$ cat config.mk
export PLATFORM = sky130hd
export DESIGN_NAME = divu_hilo_unit_flat
export DESIGN_NICKNAME = d
export VERILOG_FILES = /design/src/rtl/divu_hilo_if.sv /design/src/rtl/divu_hilo_unit.sv /design/src/flat_wrapper.sv
export SDC_FILE = /design/constraint.sdc
export NUM_CORES = 1
export LEC_CHECK = 0
export CAP_MARGIN = 40
export CORE_AREA = 8 8 146 148
export CTS_BUF_LIST = sky130_fd_sc_hd__clkbuf_4
export DETAILED_ROUTE_END_ITERATION = 8
export DIE_AREA = 0 0 154 156
export GPL_ROUTABILITY_DRIVEN = 0
export MAX_ROUTING_LAYER = met4
export PLACE_DENSITY = 0.77
export SYNTH_ARGS = -nofsm -noshare
export SYNTH_HDL_FRONTEND = slang
export SYNTH_SLANG_ARGS = --single-unit
export TNS_END_PERCENT = 10
$ cat constraint.sdc
create_clock -name clk -period 6 [get_ports clk]
set_input_delay 0.9 -clock clk [delete_from_list [all_inputs] [get_ports clk]]
set_output_delay 0.9 -clock clk [all_outputs]
set_load 0.005 [all_outputs]
$ cat src/rtl/divu_hilo_if.sv
// Handshake bundle between the ALU control stage, the HI/LO divider and the result mux.
// Carries div_zero only when DIVU_ZERO_FAST_EN is defined.
interface divu_hilo_if #(
    parameter int WIDTH = 32
);
    logic [5:0]       ctrl;
    logic [WIDTH-1:0] dividend;
    logic [WIDTH-1:0] divisor;
    logic [WIDTH-1:0] hi;
    logic [WIDTH-1:0] lo;
    logic [WIDTH-1:0] rd_data;
    logic             busy;
    logic             done;
`ifdef DIVU_ZERO_FAST_EN
    logic             div_zero;

    modport master (
        output ctrl, dividend, divisor,
        input  hi, lo, rd_data, busy, done, div_zero
    );
    modport slave (
        input  ctrl, dividend, divisor,
        output hi, lo, rd_data, busy, done, div_zero
    );
`else
    modport master (
        output ctrl, dividend, divisor,
        input  hi, lo, rd_data, busy, done
    );
    modport slave (
        input  ctrl, dividend, divisor,
        output hi, lo, rd_data, busy, done
    );
`endif
endinterface

$ cat src/rtl/divu_hilo_unit.sv
// Sequential unsigned restoring divider with HI/LO commit and MFHI/MFLO read mux.
// Optional DIVU_ZERO_FAST_EN: zero divisor skips iteration and flags div_zero.
module divu_hilo_unit #(
    parameter int          WIDTH        = 32,
    parameter logic [5:0]  DIVU_CODE    = 6'b011011,
    parameter logic [5:0]  HILO_WR_CODE = 6'b111111,
    parameter logic [5:0]  MFHI_CODE    = 6'b010000,
    parameter logic [5:0]  MFLO_CODE    = 6'b010010
) (
    input logic        clk,
    input logic        rst_n,
    divu_hilo_if.slave bus
);
    localparam int CW = $clog2(WIDTH + 1);

    typedef enum logic [1:0] {
        S_IDLE,
        S_RUN,
        S_DONE
    } state_t;

    state_t           r_state;
    state_t           w_nstate;
    logic [WIDTH-1:0] r_quo;
    logic [WIDTH-1:0] r_rem;
    logic [WIDTH-1:0] r_div;
    logic [WIDTH-1:0] r_hi;
    logic [WIDTH-1:0] r_lo;
    logic [CW-1:0]    r_cnt;
    logic             r_pend;
    logic             r_done;

    logic             w_load;
    logic             w_step;
    logic             w_commit;
    logic             w_last;
    logic             w_wr;
    logic             w_ge;
    logic [WIDTH:0]   w_rem_sh;
    logic [WIDTH-1:0] w_diff;

    assign w_wr     = (bus.ctrl == HILO_WR_CODE);
    assign w_last   = (r_cnt == CW'(WIDTH - 1));
    // Shifted remainder keeps the carry-out bit so the compare is exact.
    assign w_rem_sh = {r_rem, r_quo[WIDTH-1]};
    assign w_ge     = (w_rem_sh >= {1'b0, r_div});
    assign w_diff   = w_rem_sh[WIDTH-1:0] - r_div;

    always_comb begin
        w_nstate = r_state;
        w_load   = 1'b0;
        w_step   = 1'b0;
        w_commit = 1'b0;
        case (r_state)
            S_IDLE: begin
                if (bus.ctrl == DIVU_CODE) begin
                    w_load   = 1'b1;
                    w_nstate = S_RUN;
`ifdef DIVU_ZERO_FAST_EN
                    if (bus.divisor == '0)
                        w_nstate = S_DONE;
`endif
                end
            end
            S_RUN: begin
                w_step = 1'b1;
                if (w_last)
                    w_nstate = S_DONE;
            end
            S_DONE: begin
                if (r_pend || w_wr) begin
                    w_commit = 1'b1;
                    w_nstate = S_IDLE;
                end
            end
            default: w_nstate = S_IDLE;
        endcase
    end

    always_ff @(posedge clk or negedge rst_n) begin
        if (!rst_n)
            r_state <= S_IDLE;
        else
            r_state <= w_nstate;
    end

`ifdef DIVU_ZERO_FAST_EN
    logic r_dz;

    always_ff @(posedge clk or negedge rst_n) begin
        if (!rst_n)
            r_dz <= 1'b0;
        else if (w_load)
            r_dz <= (bus.divisor == '0);
    end

    assign bus.div_zero = r_dz;
`endif

    always_ff @(posedge clk or negedge rst_n) begin
        if (!rst_n) begin
            r_quo  <= '0;
            r_rem  <= '0;
            r_div  <= '0;
            r_hi   <= '0;
            r_lo   <= '0;
            r_cnt  <= '0;
            r_pend <= 1'b0;
            r_done <= 1'b0;
        end else begin
            r_done <= w_commit;
            if (w_load) begin
                r_quo  <= bus.dividend;
                r_div  <= bus.divisor;
                r_rem  <= '0;
                r_cnt  <= '0;
                r_pend <= 1'b0;
`ifdef DIVU_ZERO_FAST_EN
                if (bus.divisor == '0) begin
                    r_quo <= '1;
                    r_rem <= bus.dividend;
                end
`endif
            end
            if (w_step) begin
                r_quo <= {r_quo[WIDTH-2:0], w_ge};
                r_rem <= w_ge ? w_diff : w_rem_sh[WIDTH-1:0];
                r_cnt <= r_cnt + 1'b1;
                if (w_wr)
                    r_pend <= 1'b1;
            end
            if (w_commit) begin
                r_hi   <= r_rem;
                r_lo   <= r_quo;
                r_pend <= 1'b0;
            end
        end
    end

    always_comb begin
        bus.rd_data = '0;
        if (bus.ctrl == MFHI_CODE)
            bus.rd_data = r_hi;
        else if (bus.ctrl == MFLO_CODE)
            bus.rd_data = r_lo;
    end

    assign bus.hi   = r_hi;
    assign bus.lo   = r_lo;
    assign bus.busy = (r_state != S_IDLE);
    assign bus.done = r_done;
endmodule

$ cat src/flat_wrapper.sv
// flat-port wrapper written by rule: the top's interface ports become plain ports
module divu_hilo_unit_flat 
#(
    parameter int          WIDTH        = 32,
    parameter logic [5:0]  DIVU_CODE    = 6'b011011,
    parameter logic [5:0]  HILO_WR_CODE = 6'b111111,
    parameter logic [5:0]  MFHI_CODE    = 6'b010000,
    parameter logic [5:0]  MFLO_CODE    = 6'b010010
)
  (clk, rst_n, bus_ctrl, bus_dividend, bus_divisor, bus_hi, bus_lo, bus_rd_data, bus_busy, bus_done);
  divu_hilo_if #(.WIDTH(WIDTH)) bus_i ();
  input logic clk;
  input logic rst_n;
  input wire logic [$bits(bus_i.ctrl)-1:0] bus_ctrl;
  input wire logic [$bits(bus_i.dividend)-1:0] bus_dividend;
  input wire logic [$bits(bus_i.divisor)-1:0] bus_divisor;
  output wire logic [$bits(bus_i.hi)-1:0] bus_hi;
  output wire logic [$bits(bus_i.lo)-1:0] bus_lo;
  output wire logic [$bits(bus_i.rd_data)-1:0] bus_rd_data;
  output wire logic [$bits(bus_i.busy)-1:0] bus_busy;
  output wire logic [$bits(bus_i.done)-1:0] bus_done;
  assign bus_i.ctrl = bus_ctrl;
  assign bus_i.dividend = bus_dividend;
  assign bus_i.divisor = bus_divisor;
  assign bus_hi = bus_i.hi;
  assign bus_lo = bus_i.lo;
  assign bus_rd_data = bus_i.rd_data;
  assign bus_busy = bus_i.busy;
  assign bus_done = bus_i.done;
  divu_hilo_unit #(.WIDTH(WIDTH), .DIVU_CODE(DIVU_CODE), .HILO_WR_CODE(HILO_WR_CODE), .MFHI_CODE(MFHI_CODE), .MFLO_CODE(MFLO_CODE)) u_core (.clk(clk), .rst_n(rst_n), .bus(bus_i));
endmodule
* After elaboration in Yosys (flattened, before gate mapping) *
Index checks and enable logic that the tools add are counted.

cells by class
  $add $sub $neg = 2
  order comparisons = 1
  eq/ne operators = 10
  muxes and demuxes = 22
  reductions and logical operators = 5

operators with widths
  kind                                                   count
  two-way mux 32 bit                                     7
  greater-or-equal comparator 33 x 32 -> 1 bit           1
  subtractor 32 bit                                      1
  equality test 6 x 5 -> 1 bit, second input constant    4
  two-way mux 6 bit                                      2
  two-way mux 1 bit                                      9
  adder 6 x 1 -> 6 bit, second input constant            1
  equality test 6 bit, second input constant             1
  two-way mux 2 bit                                      3
  inequality test 2 x 1 -> 1 bit, second input constant  3
  one-hot mux 2 bit (3 select lines)                     1
  nonzero test 2 bit                                     2
  AND reduction 3 bit                                    1
  equality test 2 x 1 -> 1 bit, second input constant    1
  equality test 2 bit, second input constant             1
  zero test 2 bit                                        1
  logical OR 1 bit                                       1

word-level totals
  flip-flop bits (word level) = 170
  input port bits = 72
  output and inout bits = 98
  logic and storage cells = 49

* Longest topological paths before layout *
Gate-level depths: netlist of the first run.

  depth in word-level cells = 7
  gate-level depth with buffers = 13
  depth with buffers taken out = 11

* Worst setup path before layout of the first run *
Ideal clock, no wire load.

  path type = input to output
  from = input port bus_ctrl[1]
  to = output port bus_rd_data[10]
  data arrival time = 1,785 ps
  data required time = 5,100 ps
  slack = 3,315 ps
  stages = 4
  buffers on the path = 2
  cells stage by stage = buf_2 buf_1 mux2i_1 nor2_1

on the way
  cells in the longest elaborated chain, start to end = 3
  elaborated cells between the ends (all ways) = 4
  classes of those cells = 2 x eq/ne; 2 x mux

RTL lines
  what                          line                   RTL
  from (decl)                   flat_wrapper.sv:14     input wire logic [$bits(bus_i.ctrl)-1:0] bus_ctrl;
  equality test 6 x 5 -> 1 bit  divu_hilo_unit.sv:144  else if (bus.ctrl == MFLO_CODE)
  two-way mux 32 bit            divu_hilo_unit.sv:144
  two-way mux 32 bit *          divu_hilo_unit.sv:142  if (bus.ctrl == MFHI_CODE)
  to (decl)                     flat_wrapper.sv:19     output wire logic [$bits(bus_i.rd_data)-1:0] bus_rd_data;

Every way passes the cells marked *; elsewhere a longest branch is shown, timed or not.

* Worst setup path after layout of the first run *
  from = input port bus_ctrl[5]
  to = output port bus_rd_data[3]

The elaborated chain is that of the path after synthesis.

==> run_results.csv, run 1 <==
group,metric,value,unit
clock_tree,cts_buffer_depth,2,
placement,hpwl,18.11,mm
finish,drive_above_1_share,0.1201,
power_and_ir_drop,switching_power,1905,uW
synthesis,synth.avg_cell_area,9.826,um2
finish,final_nets,1201,
timing,fin_ws,2.134,ns
grt,track_usage,0.2140,
clock_tree,cts_tree,"built",
grt,grt_overflow,0,
power_and_ir_drop,share_comb_of_total_power,0.440,
timing,setup_viol,0,
critical_path,startpoint,"bus_ctrl[5]",
critical_path,crit_chain,"clkdlybuf4s50_1 -> nor4_1 -> nand2_1 -> buf_8 -> nor2_1 -> clkdlybuf4s50_1",
floorplan,dieArea,24020,um2
synthesis,synth-async-reset-ratio,1.000,
critical_path,start_kind,"input port",
synthesis,synth_warnings,0,
critical_path,arrival,2.97,ns
critical_path,cp.depth,6,
placement,postPlaceCellArea,11210,um2
floorplan,rows,51,
timing,finalCriticalPeriod,3.866,ns
power_and_ir_drop,intPower,3033,uW
critical_path,endpoint_kind,"output pin",
clock_tree,post_cts.repair.setup_buffers,0,
placement,pre_cts_slack,2.146,ns
floorplan,coreArea,19080,um2
run,maxCapViolCount,0,
power_and_ir_drop,p_leak,0.005107,uW
timing,hold_viol,0,
timing,worst_pin_slew,0.8686,ns
power_and_ir_drop,switching_share,0.3859,
clock_tree,cts_resized,0,
synthesis,synth_top_cells_by_count,"170 x dfrtp_1, 129 x nand2_1, 66 x nor2_1",
power_and_ir_drop,pwr-share-clk,0.148,
synthesis,yosysUniqueCellTypes,70,
finish,final_area,11520,um2
critical_path,rrSetupSlack,2.49,ns
clock_tree,cts_root_buf,"clkbuf_4",
synthesis,synth_edf_count,0,
route,ant_nets,0,
grt,grt_max_degree,68,
timing,maxSlewHeadroom,0.4210,
synthesis,yosysTopAreaCellShare,0.4562,
grt,grt_antenna_before_repair,0,
critical_path,r2r_start,"u_core.r_rem[13]",
critical_path,cp.required,5.10,ns
route,drtPass1Iterations,5,
synthesis,syn_nets,1055,
placement,portBuffers,169,
critical_path,crit_slowest_cell,"clkdlybuf4s50_1",
critical_path,path_max_fanout,21,
route,drt-initial-drc-count,460,
power_and_ir_drop,power.density,428.5,nW/um2
synthesis,netlist_top_cells_area,"dfrtp_1 46%, mux2_2 7.8%, mux2i_1 5.7%, nand2_1 5.2%, ha_1 4.4%",
critical_path,cp_top_family,"buffers and inverters",
timing,drv_slew,0,
critical_path,crit_type,"in2out",
clock_tree,cts.clk_slew.worst_paths,0.15,ns
timing,max_freq,258.6,MHz
clock_tree,clkLatencyLatePin,0.58,ns
critical_path,rr_worst_depth,9,
timing,period_share,0.6444,
route,drt-total-wl,24.63,mm
route,drc_errors,0,
hold_path,hold_path_class,"in2async",
timing,rsz0062_at_grt,"no",
clock_tree,clock_sinks,170,
power_and_ir_drop,seq_power_share,0.412,
synthesis,syn_area,9325,um2
synthesis,synthCells,949,
finish,antennaDiodeCount,0,
critical_path,r2r_end,"u_core.r_rem[25]",
clock_tree,hold_buffers,0,
power_and_ir_drop,vdd_ir_drop_max,0.2046,mV
clock_tree,htree_levels,4,
synthesis,ys_seq_area_frac,0.4562,
synthesis,yosys.area.top_type,"dfrtp_1",
synthesis,yosysMostFrequentCell,"dfrtp_1",
grt,grt_pass1_wl,40.52,mm
critical_path,worst_path_largest_cell_delay,0.52,ns
floorplan,io_pins,170,
synthesis,ys_seq_elements,170,
floorplan,die_y,156,um
route,wl_per_cell,18.31,um
clock_tree,cts_made_buffers,17,
grt,grt_pass1_vias,7898,
floorplan,initial_core_util,0.4888,
critical_path,crit_top_cell,"clkdlybuf4s50_1",
route,vias_per_cell,5.667,
floorplan,die_w,154,um
status,outcome,"finished, final reports clean",
finish,syn_to_final_growth,23.59,%
route,via_count,7622,
timing,fin_skew,0.02786,ns
critical_path,cp_num_buf_inv,3,
synthesis,synth_ff_type,"dfrtp_1",
timing,fin_tns_setup,0,ns
-- cell usage in the layout (no fill, tap or decap), drive strengths merged, types with 8 or more instances in the layout --
cell	count
o211ai	10
inv	50
a21o	14
dfrtp	170
o21ai	84
clkdlybuf4s50	167
a22oi	31
xnor2	15
nor3	8
buf	14
ha	33
mux2i	53
mux2	65
clkbuf	18
nand3	43
a21oi	34
nor2	66
nand2	130
-- cell type report --
type                       instances  area, um2
fill                            1655       7555
multi-input combinational        683       4684
sequential                       170       4254
timing repair buffer             181       1818
tap                              238      297.8
clock inverter                    13      177.7
inverter                          42      157.7
clock buffer                      18      135.1
-- through the flow --
step,hold WS [ns],util,std cells,power (uW)
2_1_floorplan,0.4523,-,949,3317
3_3_place_gp,0.4739,0.5844,1311,4164
3_5_place_dp,0.4805,0.5876,1314,4233
4_1_cts,0.2131,0.6040,1345,4969
5_1_grt,0.2246,0.6040,1345,5287
6_report,0.2236,0.6040,1345,4938
-- how the worst max path moves through the flow --
stage	endpoint	slack, ns
4_1_cts	bus_rd_data[5]	2.14
5_1_grt	bus_rd_data[2]	1.99
3_5_place_dp	bus_rd_data[5]	2.15
3_3_place_gp	bus_rd_data[8]	1.98
2_1_floorplan	bus_rd_data[10]	3.32
6_report	bus_rd_data[3]	2.13
-- cell families (layout without fill, tap and decap cells) --
family | after synthesis | in the layout | synth area share
mux | 118 | 118 | 0.1354
simple gates | 285 | 285 | 0.1338
compound gates | 224 | 224 | 0.1637
buf+inv | 96 | 254 | 0.04387
flops | 170 | 170 | 0.4562
xor+xnor | 22 | 22 | 0.02066
fa+ha+maj | 34 | 34 | 0.04642
-- routing by layer --
| layer | track usage | up-vias | share of wire |
|---|---|---|---|
| met2 | 0.3660 | 191 | 0.50 |
| met5 | - | - | 0 |
| met3 | 0.03850 | 37 | 0.040 |
| li1 | - | 3650 | - |
| met4 | 0.05973 | 0 | 0.017 |
| met1 | 0.2560 | 3744 | 0.44 |
-- power groups by stage --
stage | clock network, uW | registers [uW] | logic (uW)
finish | 731 | 2030 | 2170
global route | 789 | 2090 | 2410
CTS | 748 | 2030 | 2190
detailed placement | 0 | 2060 | 2180
global placement | 0 | 2040 | 2130
floorplan | 0 | 1910 | 1410
-- state kept, by name, indices dropped and copies added, names as in the netlist --
| register | flops |
|---|---|
| u_core.r_cnt | 6 |
| u_core.r_pend | 1 |
| u_core.r_state | 2 |
| u_core.r_rem | 32 |
| u_core.bus.lo | 32 |
| u_core.bus.done | 1 |
| u_core.r_quo | 32 |
| u_core.r_div | 32 |
| u_core.bus.hi | 32 |
Note: power is estimated with default switching activity, not from simulation.
==> run 2: changes to the inputs <==
==> constraint.sdc (replaced) <==
create_clock -name clk -period 3.7 [get_ports clk]
set_input_delay 0.555 -clock clk [delete_from_list [all_inputs] [get_ports clk]]
set_output_delay 0.555 -clock clk [all_outputs]
set_load 0.005 [all_outputs]
==> run 2 against run 1 <==
Effect of this change: via count is 1.1% higher; clock power rose by 42%; critical path depth increased by 5; sequential share of layout area about the same; largest power group unchanged; critical path type is now reg2reg; utilization decreased by 0.072 points; highest routed layer unchanged.
==> run_results.csv, run 2 (same netlist as run 1, synthesis figures left out) <==
group,metric,value,unit
critical_path,crit_chain,"inv_1 -> ha_1 -> fa_1 -> nand2b_1 -> a21oi_1 -> o21ai_1 -> a21oi_1 -> a2111oi_4 -> nor4_1 -> a2111oi_2 -> o31ai_2",
route,wl_met1,10.80,mm
floorplan,die_y,156,um
route,wl_per_cell,18.42,um
timing,fin_skew,0.02836,ns
critical_path,path_max_fanout,5,
grt,grt_pass1_vias,7818,
critical_path,cp_num_buf_inv,1,
timing,drv_slew,0,
power_and_ir_drop,p_leak,0.005099,uW
route,via_count,7704,
status,outcome,"finished, final reports clean",
critical_path,cp.required,4.19,ns
timing,rsz0062_at_grt,"no",
placement,hpwl,18.45,mm
timing,worst_pin_slew,0.7486,ns
floorplan,coreArea,19080,um2
timing,fin_ws,0.6271,ns
grt,track_usage,0.2182,
route,top_layer,"met4",
timing,setup_viol,0,
power_and_ir_drop,power.density,684.6,nW/um2
critical_path,rr_worst_depth,11,
timing,fin_tns_setup,0,ns
route,wl_met2,11.85,mm
finish,syn_to_final_growth,23.44,%
route,wl_met3,1.344,mm
critical_path,worst_path_largest_cell_delay,0.46,ns
route,ant_nets,0,
grt,grt_max_degree,77,
critical_path,crit_slowest_cell,"a21oi_1",
floorplan,dieArea,24020,um2
finish,antennaDiodeCount,0,
clock_tree,clkLatencyLatePin,0.58,ns
floorplan,rows,51,
critical_path,crit_top_cell,"a21oi_1",
critical_path,endpoint_kind,"register",
clock_tree,cts_buffer_depth,2,
floorplan,io_pins,170,
critical_path,cp_top_family,"compound AO/OA/AOI/OAI gates",
floorplan,die_w,154,um
hold_path,holdPathStages,2,
route,drt-initial-drc-count,622,
power_and_ir_drop,p_total,7880,uW
timing,hold_viol,0,
route,drc_errors,0,
grt,grt_antenna_before_repair,0,
power_and_ir_drop,vdd_ir_drop_max,0.3613,mV
route,drtPass1Iterations,5,
floorplan,initial_core_util,0.4888,
route,drt-total-wl,24.86,mm
timing,period_share,0.8305,
clock_tree,cts.clk_slew.worst_paths,0.15,ns
timing,finalCriticalPeriod,3.073,ns
finish,final_common_cell,"dfrtp_1",
grt,grt_pass1_wl,40.95,mm
critical_path,crit_type,"reg2reg",
placement,portBuffers,169,
finish,final_cell_mix,"170 x dfrtp_1, 167 x clkdlybuf4s50_1, 129 x nand2_1",
finish,drive_above_1_share,0.1205,
hold_path,hold_path_class,"reg2reg",
clock_tree,post_cts.repair.setup_buffers,0,
clock_tree,cts_made_buffers,17,
clock_tree,htree_levels,4,
finish,final_nets,1206,
critical_path,arrival,3.57,ns
run,maxCapViolCount,0,
critical_path,cp.depth,11,
clock_tree,cts_root_buf,"clkbuf_4",
timing,max_freq,325.4,MHz
timing,maxSlewHeadroom,0.5010,
placement,pre_cts_slack,0.6776,ns
route,vias_per_cell,5.707,
critical_path,start_kind,"register",
clock_tree,clock_sinks,170,
grt,grt_overflow,0,
clock_tree,cts_tree,"built",
## run 2: power by group
| group | total [uW] | switching [uW] | leakage [uW] | internal (uW) |
|---|---|---|---|---|
| clock network | 1040 | 697 | 0.000137 | 344 |
| registers | 3300 | 723 | 0.00196 | 2570 |
| logic | 3540 | 1670 | 0.00300 | 1870 |
| total | 7880 | 3090 | 0.00510 | 4790 |
## run 2: layout make-up
cell class                      count  area, um2
Timing Repair Buffer              186       1856
Sequential cell                   170       4254
Inverter                           42      157.7
Tap cell                          238      297.8
Fill cell                        1636       7569
Clock inverter                     14      133.9
Clock buffer                       17      127.6
Multi-Input combinational cell    683       4684
## run 2: worst min-delay path, cell delays in order, from the launching register on
cell	delay (ns)
dfrtp_1	0.38
nand2_1	0.06
nand2_1	0.05
## run 2: final timing paths
path                                   from          endpoint  slack [ns]
setup reg to reg           u_core.r_quo[31]  u_core.r_rem[30]        0.63
min in group asynchronous             rst_n  u_core.r_rem[11]        0.55
setup / recovery           u_core.r_quo[31]  u_core.r_rem[30]        0.63
max in group asynchronous             rst_n  u_core.r_rem[30]        2.35
hold reg to reg             u_core.r_quo[2]   u_core.r_quo[2]        0.51
hold / removal              u_core.r_quo[2]   u_core.r_quo[2]        0.51
## run 2: per-stage QoR
step           hold slack, ns  utilization  std cells  cell area, um2
2_1_floorplan          0.2594            -        949            9325
3_3_place_gp           0.4725       0.5891       1318           11240
3_5_place_dp           0.4826       0.5891       1318           11240
4_1_cts                0.4835       0.6033       1350           11510
5_1_grt                0.4961       0.6033       1350           11510
6_report               0.5131       0.6033       1350           11510
## run 2: timing repair
item                                    CTS  global route
hold buffers                              1             0
hold endpoints to repair                 13             0
resized for setup                         0             0
endpoints found under the setup margin    0             0
## run 2: routing by layer
metal | vias up | global-route usage
met2 | 266 | 0.3469
met3 | 55 | 0.04709
met1 | 3717 | 0.2674
met5 | - | -
li1 | 3666 | -
met4 | 0 | 0.08913
==> run 3: changes to the inputs <==
--- a/config.mk
+++ b/config.mk
@@ -6,13 +6,13 @@
 export NUM_CORES = 1
 export LEC_CHECK = 0
 export CAP_MARGIN = 40
-export CORE_AREA = 8 8 146 148
+export CORE_AREA = 8 8 147 149
 export CTS_BUF_LIST = sky130_fd_sc_hd__clkbuf_4
 export DETAILED_ROUTE_END_ITERATION = 8
-export DIE_AREA = 0 0 154 156
+export DIE_AREA = 0 0 155 157
 export GPL_ROUTABILITY_DRIVEN = 0
 export MAX_ROUTING_LAYER = met4
-export PLACE_DENSITY = 0.77
+export PLACE_DENSITY = 0.79
 export SYNTH_ARGS = -nofsm -noshare
 export SYNTH_HDL_FRONTEND = slang
 export SYNTH_SLANG_ARGS = --single-unit
==> constraint.sdc (replaced) <==
create_clock -name clk -period 2.8 [get_ports clk]
set_input_delay 0.42 -clock clk [delete_from_list [all_inputs] [get_ports clk]]
set_output_delay 0.42 -clock clk [all_outputs]
set_load 0.005 [all_outputs]
==> run 3 against run 2 <==
Effect of this change: sequential share of layout area shrank 1.3 points; clock skew about the same; sequential power is 31% higher; clock power is 36% higher; worst hold slack got worse by 0.14 ns; combinational power increased by 45%; largest cell class unchanged; largest power group unchanged.
==> run_results.csv, run 3 (same netlist as run 1, synthesis figures left out) <==
group,metric,value,unit
floorplan,coreArea,19210,um2
timing,setup_viol,0,
clock_tree,cts_buffer_depth,2,
power_and_ir_drop,p_leak,0.005283,uW
route,wl_per_cell,18.33,um
finish,final_nets,1239,
clock_tree,clock_sinks,170,
route,via_count,7834,
placement,hpwl,19.09,mm
floorplan,die_y,157,um
finish,final_common_cell,"dfrtp_1",
floorplan,initial_core_util,0.4855,
grt,grt_overflow,0,
timing,max_freq,371.2,MHz
finish,multi_input_area,4775,um2
timing,period_share,0.9622,
timing,hold_viol,0,
critical_path,endpoint_kind,"register",
grt,grt_antenna_before_repair,1,
timing,fin_tns_setup,0,ns
floorplan,dieArea,24340,um2
route,drt-initial-drc-count,669,
floorplan,io_pins,170,
hold_path,hold_path_class,"in2async",
timing,fin_skew,0.02809,ns
grt,track_usage,0.2194,
route,drtPass1Iterations,5,
power_and_ir_drop,power.density,910.5,nW/um2
grt,grt_max_degree,60,
clock_tree,cts_root_buf,"clkbuf_4",
placement,portBuffers,169,
placement,dp_cells,1377,
finish,drive_above_1_share,0.1614,
timing,worst_pin_slew,0.5910,ns
finish,syn_to_final_growth,27.92,%
power_and_ir_drop,vdd_ir_drop_max,0.6215,mV
run,maxCapViolCount,0,
clock_tree,cts.clk_slew.worst_paths,0.17,ns
route,vias_per_cell,5.548,
timing,fin_ws,0.1059,ns
timing,maxSlewHeadroom,0.6060,
finish,final_cell_mix,"170 x dfrtp_1, 167 x clkdlybuf4s50_1, 129 x nand2_1",
clock_tree,cts_made_buffers,17,
critical_path,start_kind,"register",
status,outcome,"finished, final reports clean",
grt,grt_pass1_vias,7956,
finish,utilization,0.6211,
finish,fillerInstances,1573,
floorplan,die_w,155,um
placement,pre_cts_slack,0.09016,ns
finish,finalNonFillerCells,1412,
grt,grt_pass1_wl,41.62,mm
critical_path,r2r_start,"u_core.r_rem[16]",
critical_path,startpoint,"u_core.r_rem[16]",
clock_tree,cts_tree,"built",
critical_path,path_max_fanout,9,
power_and_ir_drop,p_total,10860,uW
critical_path,arrival,3.15,ns
critical_path,crit_type,"reg2reg",
floorplan,rows,51,
clock_tree,clkLatencyLatePin,0.57,ns
critical_path,cp.required,3.25,ns
finish,regArea,4254,um2
timing,rsz0062_at_grt,"yes",
route,drt-total-wl,25.88,mm
timing,finalCriticalPeriod,2.694,ns
route,drc_errors,0,
clock_tree,htree_levels,4,
route,ant_nets,0,
timing,drv_slew,0,
## run 3: final cells by class
cell class / instances / area share
multi-input cells: 683 / 0.4003
flip-flops and latches: 170 / 0.3566
repair buffers: 219 / 0.1786
well taps: 265 / 0.02780
inverters: 42 / 0.01322
clock inverters: 15 / 0.01259
clock buffers: 17 / 0.01070
diodes: 1 / 0.0002098
## run 3: what timing repair did
action | 4_1_cts | 5_1_grt
resized for setup | 0 | 21
endpoints found under the setup margin | 0 | 51
endpoints found under the hold margin | 55 | 0
hold buffers | 1 | 0
buffers inserted | 0 | 1
## run 3: routing by layer
| layer | vias up | GRT usage | part of all wire |
|---|---|---|---|
| li1 | 3725 | - | - |
| met1 | 3803 | 0.2634 | 0.43 |
| met2 | 261 | 0.3640 | 0.49 |
| met3 | 45 | 0.04003 | 0.053 |
| met4 | 0 | 0.08306 | 0.032 |
| met5 | - | - | 0 |
## run 3: through the flow
step	hold slack, ns	area, um2
6_report	0.3715	11930
5_1_grt	0.3637	11930
4_1_cts	0.3430	11820
3_5_place_dp	0.4278	11530
3_3_place_gp	0.4343	11490
2_1_floorplan	0.1244	9325
## run 3: critical path, cell delays in order, from the launching register on
cell	delay, ns
dfrtp_1	0.48
ha_1	0.43
a21oi_1	0.23
o21ai_0	0.20
nand2_1	0.12
nand3_1	0.14
a2111oi_4	0.45
nor4_1	0.13
a2111oi_2	0.33
o31ai_2	0.09
## run 3: power breakdown
part | leakage [uW] | internal, uW | switching [uW]
Combinational | 0.00317 | 2720 | 2420
Clock | 0.000149 | 406 | 1000
Sequential | 0.00196 | 3400 | 910
Total | 0.00528 | 6520 | 4340
## run 3: worst paths after layout
kind	cells past startpoint	to	slack, ns
worst max-delay path	9	u_core.r_rem[30]	0.11
worst min register to register	1	u_core.r_cnt[5]	0.51
worst max register to register	9	u_core.r_rem[30]	0.11
min in group clk	3	u_core.r_div[19]	0.38
worst min-delay path	2	u_core.r_quo[3]	0.37
max in group asynchronous	3	u_core.r_quo[28]	1.61
